## config.mk

```make
export PLATFORM = sky130hd
export DESIGN_NAME = dcache_wt_flat
export DESIGN_NICKNAME = d
export VERILOG_FILES = /design/src/rtl/dcache_pkg.sv /design/src/rtl/dcache_wt_if.sv /design/src/rtl/dcache_line_ram.sv /design/src/rtl/dcache_wt.sv /design/src/flat_wrapper.sv
export SDC_FILE = /design/constraint.sdc
export NUM_CORES = 2
export LEC_CHECK = 0
export BUFFER_PORTS_ARGS = -buffer_cell sky130_fd_sc_hd__buf_4
export CAP_MARGIN = 5
export CORE_MARGIN = 10
export CORE_UTILIZATION = 30
export CTS_BUF_LIST = sky130_fd_sc_hd__clkbuf_8
export DETAILED_ROUTE_END_ITERATION = 8
export PLACE_DENSITY = 0.4
export SETUP_SLACK_MARGIN = 0.15
export SYNTH_ARGS = -nofsm -noshare
export SYNTH_HDL_FRONTEND = slang
export SYNTH_HIERARCHICAL = 1
export SYNTH_SLANG_ARGS = --single-unit
```

## constraint.sdc

```tcl
create_clock -name clk -period 12 [get_ports clk]
set_input_delay 2.4 -clock clk [delete_from_list [all_inputs] [get_ports clk]]
set_output_delay 2.4 -clock clk [all_outputs]
set_load 0.05 [all_outputs]
```

## src/rtl/dcache_pkg.sv

```systemverilog
// Shared types and geometry helpers for the write-through data cache.
package dcache_pkg;

  typedef enum logic [1:0] {IDLE, FILL, WRITE, RESP} state_t;

  function automatic int word_w(input int words);
    return $clog2(words);
  endfunction

  function automatic int offset_w(input int words);
    return $clog2(words) + 2;
  endfunction

  function automatic int index_w(input int lines);
    return $clog2(lines);
  endfunction

  function automatic int tag_w(input int addr_w, input int lines, input int words);
    return addr_w - offset_w(words) - index_w(lines);
  endfunction

endpackage

```

## src/rtl/dcache_wt_if.sv

```systemverilog
// Core load/store handshake plus word-wide backing-memory bus seen by the cache.
interface dcache_wt_if #(
  parameter int ADDR_W = 32,
  parameter int DATA_W = 32
);
  logic              core_rd_en;
  logic              core_wr_en;
  logic [ADDR_W-1:0] core_addr;
  logic [DATA_W-1:0] core_wdata;
  logic              core_ready;
  logic              core_rvalid;
  logic [DATA_W-1:0] core_rdata;
  logic              mem_req;
  logic              mem_we;
  logic [ADDR_W-1:0] mem_addr;
  logic [DATA_W-1:0] mem_wdata;
  logic              mem_ack;
  logic [DATA_W-1:0] mem_rdata;

  // Cache side
  modport slave (
    input  core_rd_en, core_wr_en, core_addr, core_wdata, mem_ack, mem_rdata,
    output core_ready, core_rvalid, core_rdata, mem_req, mem_we, mem_addr, mem_wdata
  );

  // Core + memory side
  modport master (
    output core_rd_en, core_wr_en, core_addr, core_wdata, mem_ack, mem_rdata,
    input  core_ready, core_rvalid, core_rdata, mem_req, mem_we, mem_addr, mem_wdata
  );
endinterface

```

## src/rtl/dcache_line_ram.sv

```systemverilog
// Line storage: data array with registered read, plus per-line tag and valid bit.
module dcache_line_ram #(
  parameter int LINES   = 16,
  parameter int WORDS   = 4,
  parameter int DATA_W  = 32,
  parameter int TAG_W   = 24,
  parameter int INDEX_W = $clog2(LINES),
  parameter int WORD_W  = $clog2(WORDS)
) (
  input  logic               clk,
  input  logic               rst,
  input  logic               rd_en,
  input  logic [INDEX_W-1:0] rd_line,
  input  logic [WORD_W-1:0]  rd_word,
  output logic [DATA_W-1:0]  rd_data,
  input  logic               wr_en,
  input  logic [INDEX_W-1:0] wr_line,
  input  logic [WORD_W-1:0]  wr_word,
  input  logic [DATA_W-1:0]  wr_data,
  input  logic               tag_we,
  input  logic [INDEX_W-1:0] tag_line,
  input  logic [TAG_W-1:0]   tag_in,
  input  logic [INDEX_W-1:0] lk_line,
  output logic               lk_valid,
  output logic [TAG_W-1:0]   lk_tag
);
  localparam int DEPTH = LINES * WORDS;

  logic [DATA_W-1:0] data_mem [DEPTH];
  logic [TAG_W-1:0]  tag_mem [LINES];
  logic [LINES-1:0]  valid_reg;
  logic [LINES-1:0]  valid_set;

  always_ff @(posedge clk) begin
    if (wr_en) data_mem[{wr_line, wr_word}] <= wr_data;
  end

  always_ff @(posedge clk or posedge rst) begin
    if (rst) rd_data <= '0;
    else if (rd_en) rd_data <= data_mem[{rd_line, rd_word}];
  end

  always_ff @(posedge clk) begin
    if (tag_we) tag_mem[tag_line] <= tag_in;
  end

  for (genvar gi = 0; gi < LINES; gi++) begin : g_valid
    assign valid_set[gi] = tag_we && (tag_line == INDEX_W'(gi));
  end

  // A line only becomes valid once its whole fill has landed; reset clears everything.
  always_ff @(posedge clk or posedge rst) begin
    if (rst) valid_reg <= '0;
    else     valid_reg <= valid_reg | valid_set;
  end

  assign lk_valid = valid_reg[lk_line];
  assign lk_tag   = tag_mem[lk_line];
endmodule

```

## src/rtl/dcache_wt.sv

```systemverilog
// Direct-mapped, write-through, no-write-allocate data cache with line-burst miss fill.
module dcache_wt
  import dcache_pkg::*;
#(
  parameter int ADDR_W = 32,
  parameter int DATA_W = 32,
  parameter int LINES  = 16,
  parameter int WORDS  = 4
) (
  input  logic        clk,
  input  logic        rst,
  dcache_wt_if.slave  bus,
  output logic [31:0] hit_cnt,
  output logic [31:0] miss_cnt
);
  localparam int WORD_W   = word_w(WORDS);
  localparam int OFFSET_W = offset_w(WORDS);
  localparam int INDEX_W  = index_w(LINES);
  localparam int TAG_W    = tag_w(ADDR_W, LINES, WORDS);

  state_t state_reg, state_next;

  logic [ADDR_W-3:0] req_addr_reg;
  logic [WORD_W-1:0] word_cnt_reg;
  logic [DATA_W-1:0] fill_word_reg;
  logic              hit_rvalid_reg;
  logic [ADDR_W-1:0] mem_addr_reg;
  logic [DATA_W-1:0] mem_wdata_reg;

  logic [WORD_W-1:0]  req_word, cap_word;
  logic [INDEX_W-1:0] req_index, cap_index;
  logic [TAG_W-1:0]   req_tag, cap_tag, lk_tag;
  logic [DATA_W-1:0]  ram_rdata;
  logic               lk_valid, hit, accept, acc_wr, acc_rd, fill_ack, last_ack;

  assign req_word  = bus.core_addr[2 +: WORD_W];
  assign req_index = bus.core_addr[OFFSET_W +: INDEX_W];
  assign req_tag   = bus.core_addr[ADDR_W-1 -: TAG_W];
  assign cap_word  = req_addr_reg[0 +: WORD_W];
  assign cap_index = req_addr_reg[WORD_W +: INDEX_W];
  assign cap_tag   = req_addr_reg[ADDR_W-3 -: TAG_W];

  assign hit      = lk_valid && (lk_tag == req_tag);
  assign accept   = (state_reg == IDLE) && (bus.core_rd_en || bus.core_wr_en);
  assign acc_wr   = accept && bus.core_wr_en;
  assign acc_rd   = accept && !bus.core_wr_en;
  assign fill_ack = (state_reg == FILL) && bus.mem_ack;
  assign last_ack = fill_ack && (word_cnt_reg == WORD_W'(WORDS - 1));

  // Single write port shared by fill words and store hits; they never coincide.
  dcache_line_ram #(
    .LINES(LINES), .WORDS(WORDS), .DATA_W(DATA_W), .TAG_W(TAG_W),
    .INDEX_W(INDEX_W), .WORD_W(WORD_W)
  ) u_ram (
    .clk      (clk),
    .rst      (rst),
    .rd_en    (acc_rd && hit),
    .rd_line  (req_index),
    .rd_word  (req_word),
    .rd_data  (ram_rdata),
    .wr_en    (fill_ack || (acc_wr && hit)),
    .wr_line  (fill_ack ? cap_index : req_index),
    .wr_word  (fill_ack ? word_cnt_reg : req_word),
    .wr_data  (fill_ack ? bus.mem_rdata : bus.core_wdata),
    .tag_we   (last_ack),
    .tag_line (cap_index),
    .tag_in   (cap_tag),
    .lk_line  (req_index),
    .lk_valid (lk_valid),
    .lk_tag   (lk_tag)
  );

  always_ff @(posedge clk or posedge rst) begin
    if (rst) state_reg <= IDLE;
    else     state_reg <= state_next;
  end

  always_comb begin
    state_next      = state_reg;
    bus.core_ready  = (state_reg == IDLE);
    bus.core_rvalid = hit_rvalid_reg || (state_reg == RESP);
    bus.core_rdata  = (state_reg == RESP) ? fill_word_reg : ram_rdata;
    bus.mem_req     = (state_reg == FILL) || (state_reg == WRITE);
    bus.mem_we      = (state_reg == WRITE);
    bus.mem_addr    = mem_addr_reg;
    bus.mem_wdata   = mem_wdata_reg;
    case (state_reg)
      IDLE:    if (acc_wr) state_next = WRITE;
               else if (acc_rd && !hit) state_next = FILL;
      FILL:    if (last_ack) state_next = RESP;
      WRITE:   if (bus.mem_ack) state_next = IDLE;
      RESP:    state_next = IDLE;
      default: state_next = IDLE;
    endcase
  end

  always_ff @(posedge clk or posedge rst) begin
    if (rst) begin
      req_addr_reg   <= '0;
      word_cnt_reg   <= '0;
      fill_word_reg  <= '0;
      hit_rvalid_reg <= 1'b0;
      mem_addr_reg   <= '0;
      mem_wdata_reg  <= '0;
      hit_cnt        <= '0;
      miss_cnt       <= '0;
    end else begin
      hit_rvalid_reg <= acc_rd && hit;
      if (accept) begin
        req_addr_reg <= bus.core_addr[ADDR_W-1:2];
        word_cnt_reg <= '0;
        if (bus.core_wr_en) begin
          mem_addr_reg  <= {bus.core_addr[ADDR_W-1:2], 2'b00};
          mem_wdata_reg <= bus.core_wdata;
        end else begin
          mem_addr_reg <= {bus.core_addr[ADDR_W-1:OFFSET_W], OFFSET_W'(0)};
        end
        if (hit) begin
          if (hit_cnt != '1) hit_cnt <= hit_cnt + 32'd1;
        end else begin
          if (miss_cnt != '1) miss_cnt <= miss_cnt + 32'd1;
        end
      end
      // Requested word is captured as it streams past so RESP needs no RAM read.
      if (fill_ack) begin
        word_cnt_reg <= word_cnt_reg + WORD_W'(1);
        mem_addr_reg <= mem_addr_reg + ADDR_W'(4);
        if (word_cnt_reg == cap_word) fill_word_reg <= bus.mem_rdata;
      end
    end
  end
endmodule
```

## src/flat_wrapper.sv

```systemverilog
// flat-port wrapper written by rule: the top's interface ports become plain ports
module dcache_wt_flat import dcache_pkg::*;
#(
  parameter int ADDR_W = 32,
  parameter int DATA_W = 32,
  parameter int LINES  = 16,
  parameter int WORDS  = 4
)
  (clk, rst, hit_cnt, miss_cnt, bus_core_rd_en, bus_core_wr_en, bus_core_addr, bus_core_wdata, bus_mem_ack, bus_mem_rdata, bus_core_ready, bus_core_rvalid, bus_core_rdata, bus_mem_req, bus_mem_we, bus_mem_addr, bus_mem_wdata);
  dcache_wt_if #(.ADDR_W(ADDR_W), .DATA_W(DATA_W)) bus_i ();
  input  logic clk;
  input  logic rst;
  output logic [31:0] hit_cnt;
  output logic [31:0] miss_cnt;
  input wire logic [$bits(bus_i.core_rd_en)-1:0] bus_core_rd_en;
  input wire logic [$bits(bus_i.core_wr_en)-1:0] bus_core_wr_en;
  input wire logic [$bits(bus_i.core_addr)-1:0] bus_core_addr;
  input wire logic [$bits(bus_i.core_wdata)-1:0] bus_core_wdata;
  input wire logic [$bits(bus_i.mem_ack)-1:0] bus_mem_ack;
  input wire logic [$bits(bus_i.mem_rdata)-1:0] bus_mem_rdata;
  output wire logic [$bits(bus_i.core_ready)-1:0] bus_core_ready;
  output wire logic [$bits(bus_i.core_rvalid)-1:0] bus_core_rvalid;
  output wire logic [$bits(bus_i.core_rdata)-1:0] bus_core_rdata;
  output wire logic [$bits(bus_i.mem_req)-1:0] bus_mem_req;
  output wire logic [$bits(bus_i.mem_we)-1:0] bus_mem_we;
  output wire logic [$bits(bus_i.mem_addr)-1:0] bus_mem_addr;
  output wire logic [$bits(bus_i.mem_wdata)-1:0] bus_mem_wdata;
  assign bus_i.core_rd_en = bus_core_rd_en;
  assign bus_i.core_wr_en = bus_core_wr_en;
  assign bus_i.core_addr = bus_core_addr;
  assign bus_i.core_wdata = bus_core_wdata;
  assign bus_i.mem_ack = bus_mem_ack;
  assign bus_i.mem_rdata = bus_mem_rdata;
  assign bus_core_ready = bus_i.core_ready;
  assign bus_core_rvalid = bus_i.core_rvalid;
  assign bus_core_rdata = bus_i.core_rdata;
  assign bus_mem_req = bus_i.mem_req;
  assign bus_mem_we = bus_i.mem_we;
  assign bus_mem_addr = bus_i.mem_addr;
  assign bus_mem_wdata = bus_i.mem_wdata;
  dcache_wt #(.ADDR_W(ADDR_W), .DATA_W(DATA_W), .LINES(LINES), .WORDS(WORDS)) u_core (.clk(clk), .rst(rst), .bus(bus_i), .hit_cnt(hit_cnt), .miss_cnt(miss_cnt));
endmodule
```

======== Yosys cells after proc, flatten, opt, wreduce, memory -nomap -nowiden ========
Memory sizes are Yosys's and may differ from the RTL's. A register that Yosys moved wholly into a read port is not among the register bits.
Index checks and enable logic that the tools add are counted.
W data, S select, Z words.
storage, ports and cells
  register bits ........................... 211
  RAM bits ................................ 2432
  output and inout bits ................... 164
  logic and storage cells ................. 104
  memories ................................ 2
operators by class
  $add $sub $neg .......................... 4
  magnitude comparators ................... 1
  equality and inequality tests ........... 26
  multiplexer cells ....................... 20
  bitwise gates (word level) .............. 2
  reductions and logical operators ........ 39
memories
  name                   depth  bits a word  rd ports  clocked after memory_dff  write ports  RTL line               RTL
  u_core.u_ram.data_mem  64     32           1         1                         1            dcache_line_ram.sv:29  logic [DATA_W-1:0] data_mem [DEPTH];
  u_core.u_ram.tag_mem   16     24           1         0                         1            dcache_line_ram.sv:30  logic [TAG_W-1:0] tag_mem [LINES];
operators by type and width
  kind                     number
  $mux W32                 4
  $add A32 B1 Y32 const B  2
  $ne A32 B32 Y1 const B   2
  $add A32 B3 Y32 const B  1
  $eq A4 B4 Y1 const B     8
  $logic_and A1 B1 Y1      25
  $eq A24 B24 Y1           1
  $eq A4 B3 Y1 const B     4
  $or A16 B16 Y16          1
  $mux W2                  7
  $reduce_and A3 Y1        3
  $eq A4 B2 Y1 const B     2
  $mux W4                  2
  $pmux W2 S4              1
  $eq A2 B2 Y1 const B     3
  $lt A4 B5 Y1 const B     1
  $mux W1                  5
  $bmux W1 S4              1
  $eq A4 B1 Y1 const B     1
  $logic_not A4 Y1         1
  $logic_or A1 B1 Y1       4
  $ne A2 B2 Y1 const B     2
  $reduce_and A2 Y1        2
  $ne A3 B1 Y1 const B     1
  7 further kinds          8

======== Depth between registers and ports, before layout ========
  depth after elaboration ................. 8
  depth in mapped cells ................... 16
  mapped depth without buffers ............ 12

======== Hierarchy ========
Netlist, hierarchy kept.
modules (own cells, without submodules)
  module           instances  cells an instance  area an instance (µm²)  seq. area each (µm²)
  dcache_line_ram  1          4308               94246.6                 74231.2
  dcache_wt        1          1028               9992.1                  4829.6

======== Worst setup path before layout ========
Ideal clock, no wire load.
  kind .................................... input -> register
  start ................................... in bus_core_addr[4]
  end ..................................... mem u_core.u_ram.data_mem[29][0] (enable)
  arrival time ............................ 7.128 ns
  data required time ...................... 11.579 ns
  setup slack ............................. 4.451 ns
  cell stages on the path ................. 11
  cell sequence ........................... clkbuf_1 buf_2 mux4_2 mux4_2 xnor2_1 nand4_1 or4_4 o31ai_1 nor2b_1 nand3_1 nor2_1
between the ends
  longest elaborated chain between the ends .. 7
  elaborated cells on any way between the ends .. 10
  those cells by class .................... eq/ne: 1; mux: 5; reduce/logical: 3; memory: 1
RTL lines
  what                           RTL line               RTL
  start, declared                flat_wrapper.sv:17     input wire logic [$bits(bus_i.core_addr)-1:0] bus_core_addr;
  $mem_v2 Z16 W24                --
  named net u_core.lk_tag[14]    dcache_wt.sv:32        logic [TAG_W-1:0] req_tag, cap_tag, lk_tag;
  $eq A24 B24 Y1                 dcache_wt.sv:43        assign hit = lk_valid && (lk_tag == req_tag);
  $logic_and A1 B1 Y1            dcache_wt.sv:43
  $logic_and A1 B1 Y1            dcache_wt.sv:61        .wr_en (fill_ack || (acc_wr && hit)),
  $logic_or A1 B1 Y1             dcache_wt.sv:61
  $mux W1                        dcache_line_ram.sv:35  if (wr_en) data_mem[{wr_line, wr_word}] <= wr_data;
  $mux W1 (not written as such)  dcache_line_ram.sv:35
  end, declared                  dcache_line_ram.sv:29
The timed path passes the listed nets, and every way through them passes these cells. The select of a mux whose other input is x is not followed.

======== Worst setup path in the final report ========
  start ................................... in bus_core_addr[4]
  end ..................................... reg u_core.u_ram.rd_data[12], read port of u_core.u_ram.data_mem
between the ends
  longest elaborated chain between the ends .. 4
  elaborated cells on any way between the ends .. 6
  those cells by class .................... eq/ne: 1; mux: 2; reduce/logical: 2; memory: 1
RTL lines
  what                         RTL line               RTL
  $mem_v2 Z16 W24              --
  named net u_core.lk_tag[12]  dcache_wt.sv:32
  $eq A24 B24 Y1               dcache_wt.sv:43
  $logic_and A1 B1 Y1          dcache_wt.sv:43
  $logic_and A1 B1 Y1          dcache_wt.sv:57        .rd_en (acc_rd && hit),
  end, declared                dcache_line_ram.sv:15  output logic [DATA_W-1:0] rd_data,
The timed path passes the listed nets, and every way through them passes these cells. The select of a mux whose other input is x is not followed.
A chain may end at the register's enable or synchronous reset.

==> summary.md <==
The run finished with clean final reports. The post-route fraction of the period consumed by the critical path came out at 0.6800. The via count of the first global-routing pass was 57200. The worst setup path is launched from a primary input.

From synthesis to final layout, the design area changed by 16.73%. Net switching share of the total power: 0.2950. The tools report the initial cell density of the core as 0.3011. Global-route wire length before repair: 467600 um. The net count of the finished layout is 6083.

Quantity of gates resized following cts: 0. The die area came out at 371400 um^2. The power share of the sequential group is 0.507. The number of hold violations in the final report was 0. In the routed layout, each cell is associated on average with a via count of 5.041.

The overall die height is 609.5 um, and the ratio of total power to cell area is 187.7 nW/um^2. The share of synthesized area occupied by flip-flops and latches is 0.7585. The predominant post-synthesis flop cell was sky130_fd_sc_hd__edfxtp_1. The most flop-heavy register is u_core/u_ram/data_mem.

The relative max-transition margin was 0.09055. The number of enable-type register cells in the synthesized netlist is 2432. Internal power comes to 16.10 mW. The proportion of synthesized flip-flops having asynchronous set or reset is 0.09016, and the number of max-slew violations in the final report is 0.

265 I/O pins were placed. The clock period minus final worst setup slack works out to 8.160 ns. Measured along the x axis, the die boundary spans 609.5 um. The core region is 346200 um^2.

Total number of clock tree sinks: 2673. Once detail routing completed, the nets flagged for antenna violations numbered 0. Across all layers, the routed design uses 55180 vias. The worst-case IR drop observed on VDD is 104.8 uV. Post-CTS timing repair inserted 0 buffers for setup. For the clock latency of the later-clocked register in the worst-skew pair, the log shows 1.12 ns.

The number of antenna violations at the first check in global routing is 29, and the buffer levels on the longest clock path is 4. Hold repair after CTS inserted 0 buffers. Counting the fill cells in the layout gives 32620.

Summed over all instances, the cell type with the most area after synthesis is sky130_fd_sc_hd__edfxtp_1. The pin slew with the least headroom to its limit was 1.364 ns. The cell row count is 216, and the highest net fanout along the worst path is 66.

The tools report the clock root buffer as sky130_fd_sc_hd__clkbuf_8. STA classifies the critical path endpoint as a flop. Entering global routing, the biggest net connects 116 pins. After synthesis, the mean cell area works out to 19.53 um^2. The total setup violations reported at the end of the flow came out at 0. STA puts the critical path data required time at 12.93 ns. The setup slack on the worst flop-to-flop path is 5.86 ns.

The fraction of synthesized cell area taken by the top area cell type came out at 0.7006. In this run, CTS created clock tree buffers numbering 468. The tools report the combinational share of power as 0.150. The final cell utilization of the core was 0.3515. The run gives 0 ns as the setup TNS. The min-delay analysis places its worst path in the category flop to flop. For this block, the initial DRC count from the detailed router was 4864. Summing every instance area after synthesis gives 104200 um^2.

Input and output buffers added on the ports amount to 260. Summed over all cells, the static leakage comes to 41.11 nW. Across the routed clock network, the largest skew measured is 0.1447 ns. The routability congestion estimate is 0.7798. The run gives 79060 um^2 as the combined flip-flop and latch cell area. After detailed routing, the number of remaining DRC violations is 0. TritonCTS built the clock tree. After technology mapping, the gate count stands at 5336. The netlist uses 65 different library cells. The fraction of layout cells with a size suffix above 1 is 0.2845. In this run the number of H-tree levels came out at 5. The pre-antenna-repair detailed-routing pass consisted of 5 iterations. Timing would allow up to 0.1226 GHz. By area the synthesized netlist is led by sky130_fd_sc_hd__edfxtp_1 (70%), sky130_fd_sc_hd__mux4_2 (9.9%), sky130_fd_sc_hd__dfrtp_1 (5.8%), sky130_fd_sc_hd__mux2i_1 (3.4%), sky130_fd_sc_hd__mux2_2 (1.3%). Relative contribution of the clock network to total power: 0.343. For this run, the number of Yosys warnings is 6.

The critical path is of the primary input to flop type. The worst endpoint data arrival time is 9.09 ns. The total half-perimeter wirelength after legalization and detailed placement was 198500 um; the clock transition at the registers of the reported paths was 0.06 ns. The logs give 0 for the max-capacitance violation count and 0 for the total congestion overflow. The total of flip-flops plus latches after synthesis is 2673. The aggregate global-route resource usage was 0.1761; the flip-flop count of the largest register after layout was 2048. After detailed routing, the average wire length per cell comes to 30.92 um.

Summing all multi-input logic gate instances after layout gives 24560 um^2. Setup repair after global routing left no endpoint under its margin. For the total wirelength of the detailed-routed design, the log shows 338500 um. The design draws 22.84 mW. The largest registers in the layout are u_core/u_ram/data_mem: 2048 flops, u_core/u_ram/tag_mem: 384 flops. For the net switching power, the log shows 6.738 mW.
## through the flow
stage / setup WS [ns] / instances / hold slack (ns) / instance area (um^2)
CTS: 3.920 / 10940 / 0.4610 / 121700
floorplan: 4.344 / 5337 / 0.4337 / 104200
global route: 3.636 / 10940 / 0.4650 / 121700
global placement: 2.732 / 10080 / 0.4453 / 113000
detailed placement: 2.762 / 10080 / 0.4476 / 113000
finish: 3.840 / 10950 / 0.4587 / 121700
## synthesized netlist by cell type, types with 79 or more instances
cell type and number:
sky130_fd_sc_hd__o22ai_1 122, sky130_fd_sc_hd__mux4_2 459, sky130_fd_sc_hd__mux2i_1 357, sky130_fd_sc_hd__clkbuf_1 148
sky130_fd_sc_hd__mux2_2 121, sky130_fd_sc_hd__xnor2_1 79, sky130_fd_sc_hd__nor2_1 202, sky130_fd_sc_hd__buf_2 104
sky130_fd_sc_hd__nand2_1 282, sky130_fd_sc_hd__edfxtp_1 2432, sky130_fd_sc_hd__nand3_1 80, sky130_fd_sc_hd__dfrtp_1 241
## worst max-delay path, stage by stage
cell and delay, ns:
sky130_fd_sc_hd__buf_8 0.56, sky130_fd_sc_hd__buf_4 0.48, sky130_fd_sc_hd__mux4_2 0.57, sky130_fd_sc_hd__mux4_2 0.48, sky130_fd_sc_hd__xnor2_1 0.45, sky130_fd_sc_hd__nand4_1 0.16
sky130_fd_sc_hd__nor4_1 0.86, sky130_fd_sc_hd__nand3_1 0.25, sky130_fd_sc_hd__nor2_4 0.29, sky130_fd_sc_hd__nand2_1 0.49, sky130_fd_sc_hd__or2_2 0.85, sky130_fd_sc_hd__a21oi_1 0.64
sky130_fd_sc_hd__nor2_1 0.25, sky130_fd_sc_hd__o21ai_1 0.14
## final timing paths
check	startpoint	end	depth (start not counted)
setup / recovery	bus_core_addr[4]	u_core/u_ram/rd_data[12]	14
hold / removal	u_core/u_ram/valid_reg[12]	u_core/u_ram/valid_reg[12]	1
setup reg to reg	u_core/u_ram/tag_mem[3][14]	u_core/u_ram/data_mem[12][28]	11
hold reg to reg	u_core/u_ram/valid_reg[12]	u_core/u_ram/valid_reg[12]	1
max in group asynchronous	rst	u_core/miss_cnt[30]	4
min in group asynchronous	rst	u_core/fill_word_reg[15]	2
## power by group through the flow
stage | Combinational [mW] | Clock (mW) | Sequential, mW
2_1_floorplan | 1.49 | 0 | 12.0
6_report | 3.43 | 7.84 | 11.6
4_1_cts | 3.52 | 8.10 | 11.6
5_1_grt | 3.64 | 8.51 | 11.6
3_3_place_gp | 3.46 | 0 | 11.7
3_5_place_dp | 3.51 | 0 | 11.8
## cells in the final DEF (no fill, tap or decap), types with 78 or more instances in the layout
| master | n |
|---|---|
| sky130_fd_sc_hd__clkbuf_8 | 512 |
| sky130_fd_sc_hd__inv_1 | 191 |
| sky130_fd_sc_hd__nor2_1 | 125 |
| sky130_fd_sc_hd__mux2_2 | 121 |
| sky130_fd_sc_hd__mux2i_1 | 357 |
| sky130_fd_sc_hd__mux4_2 | 459 |
| sky130_fd_sc_hd__dfrtp_1 | 241 |
| sky130_fd_sc_hd__xnor2_1 | 79 |
| sky130_fd_sc_hd__buf_4 | 454 |
| sky130_fd_sc_hd__o22ai_1 | 122 |
| sky130_fd_sc_hd__nand3_1 | 79 |
| sky130_fd_sc_hd__nand2_1 | 248 |
| sky130_fd_sc_hd__edfxtp_1 | 2432 |
| sky130_fd_sc_hd__clkinv_1 | 110 |
| sky130_fd_sc_hd__nor2_4 | 78 |
## metal layers
layer,up-vias,wire length [um],GRT usage
met5,-,13,0
met4,2,9117,0.04699
met3,487,16850,0.02593
met2,1598,156600,0.2790
met1,29890,156000,0.2538
li1,23210,-,-
## cells by family (layout without fill, tap and decap cells)
logic type                 after synthesis  in the layout  share of synthesized area
DFF                                   2673           2673                     0.7585
muxes                                  938            938                     0.1466
and+or+nand+nor                        821            821                    0.03816
AOI/OAI and AO/OA                      491            491                    0.03437
buffers and inverters                  314           1338                    0.01379
xor gates and xnor gates                89             89                   0.007478
adders and majority gates                9              9                   0.001080
other                                    1             10                 0.00003598
## final cells by class
type | count | area share
flip-flops and latches | 2673 | 0.6497
multi-input cells | 2350 | 0.2018
clock buffers | 512 | 0.05791
well taps | 4578 | 0.04707
repair buffers | 462 | 0.02917
clock inverters | 346 | 0.01349
inverters | 18 | 0.0006273
diodes | 8 | 0.0001645
Power figures use the tool's default switching activity.
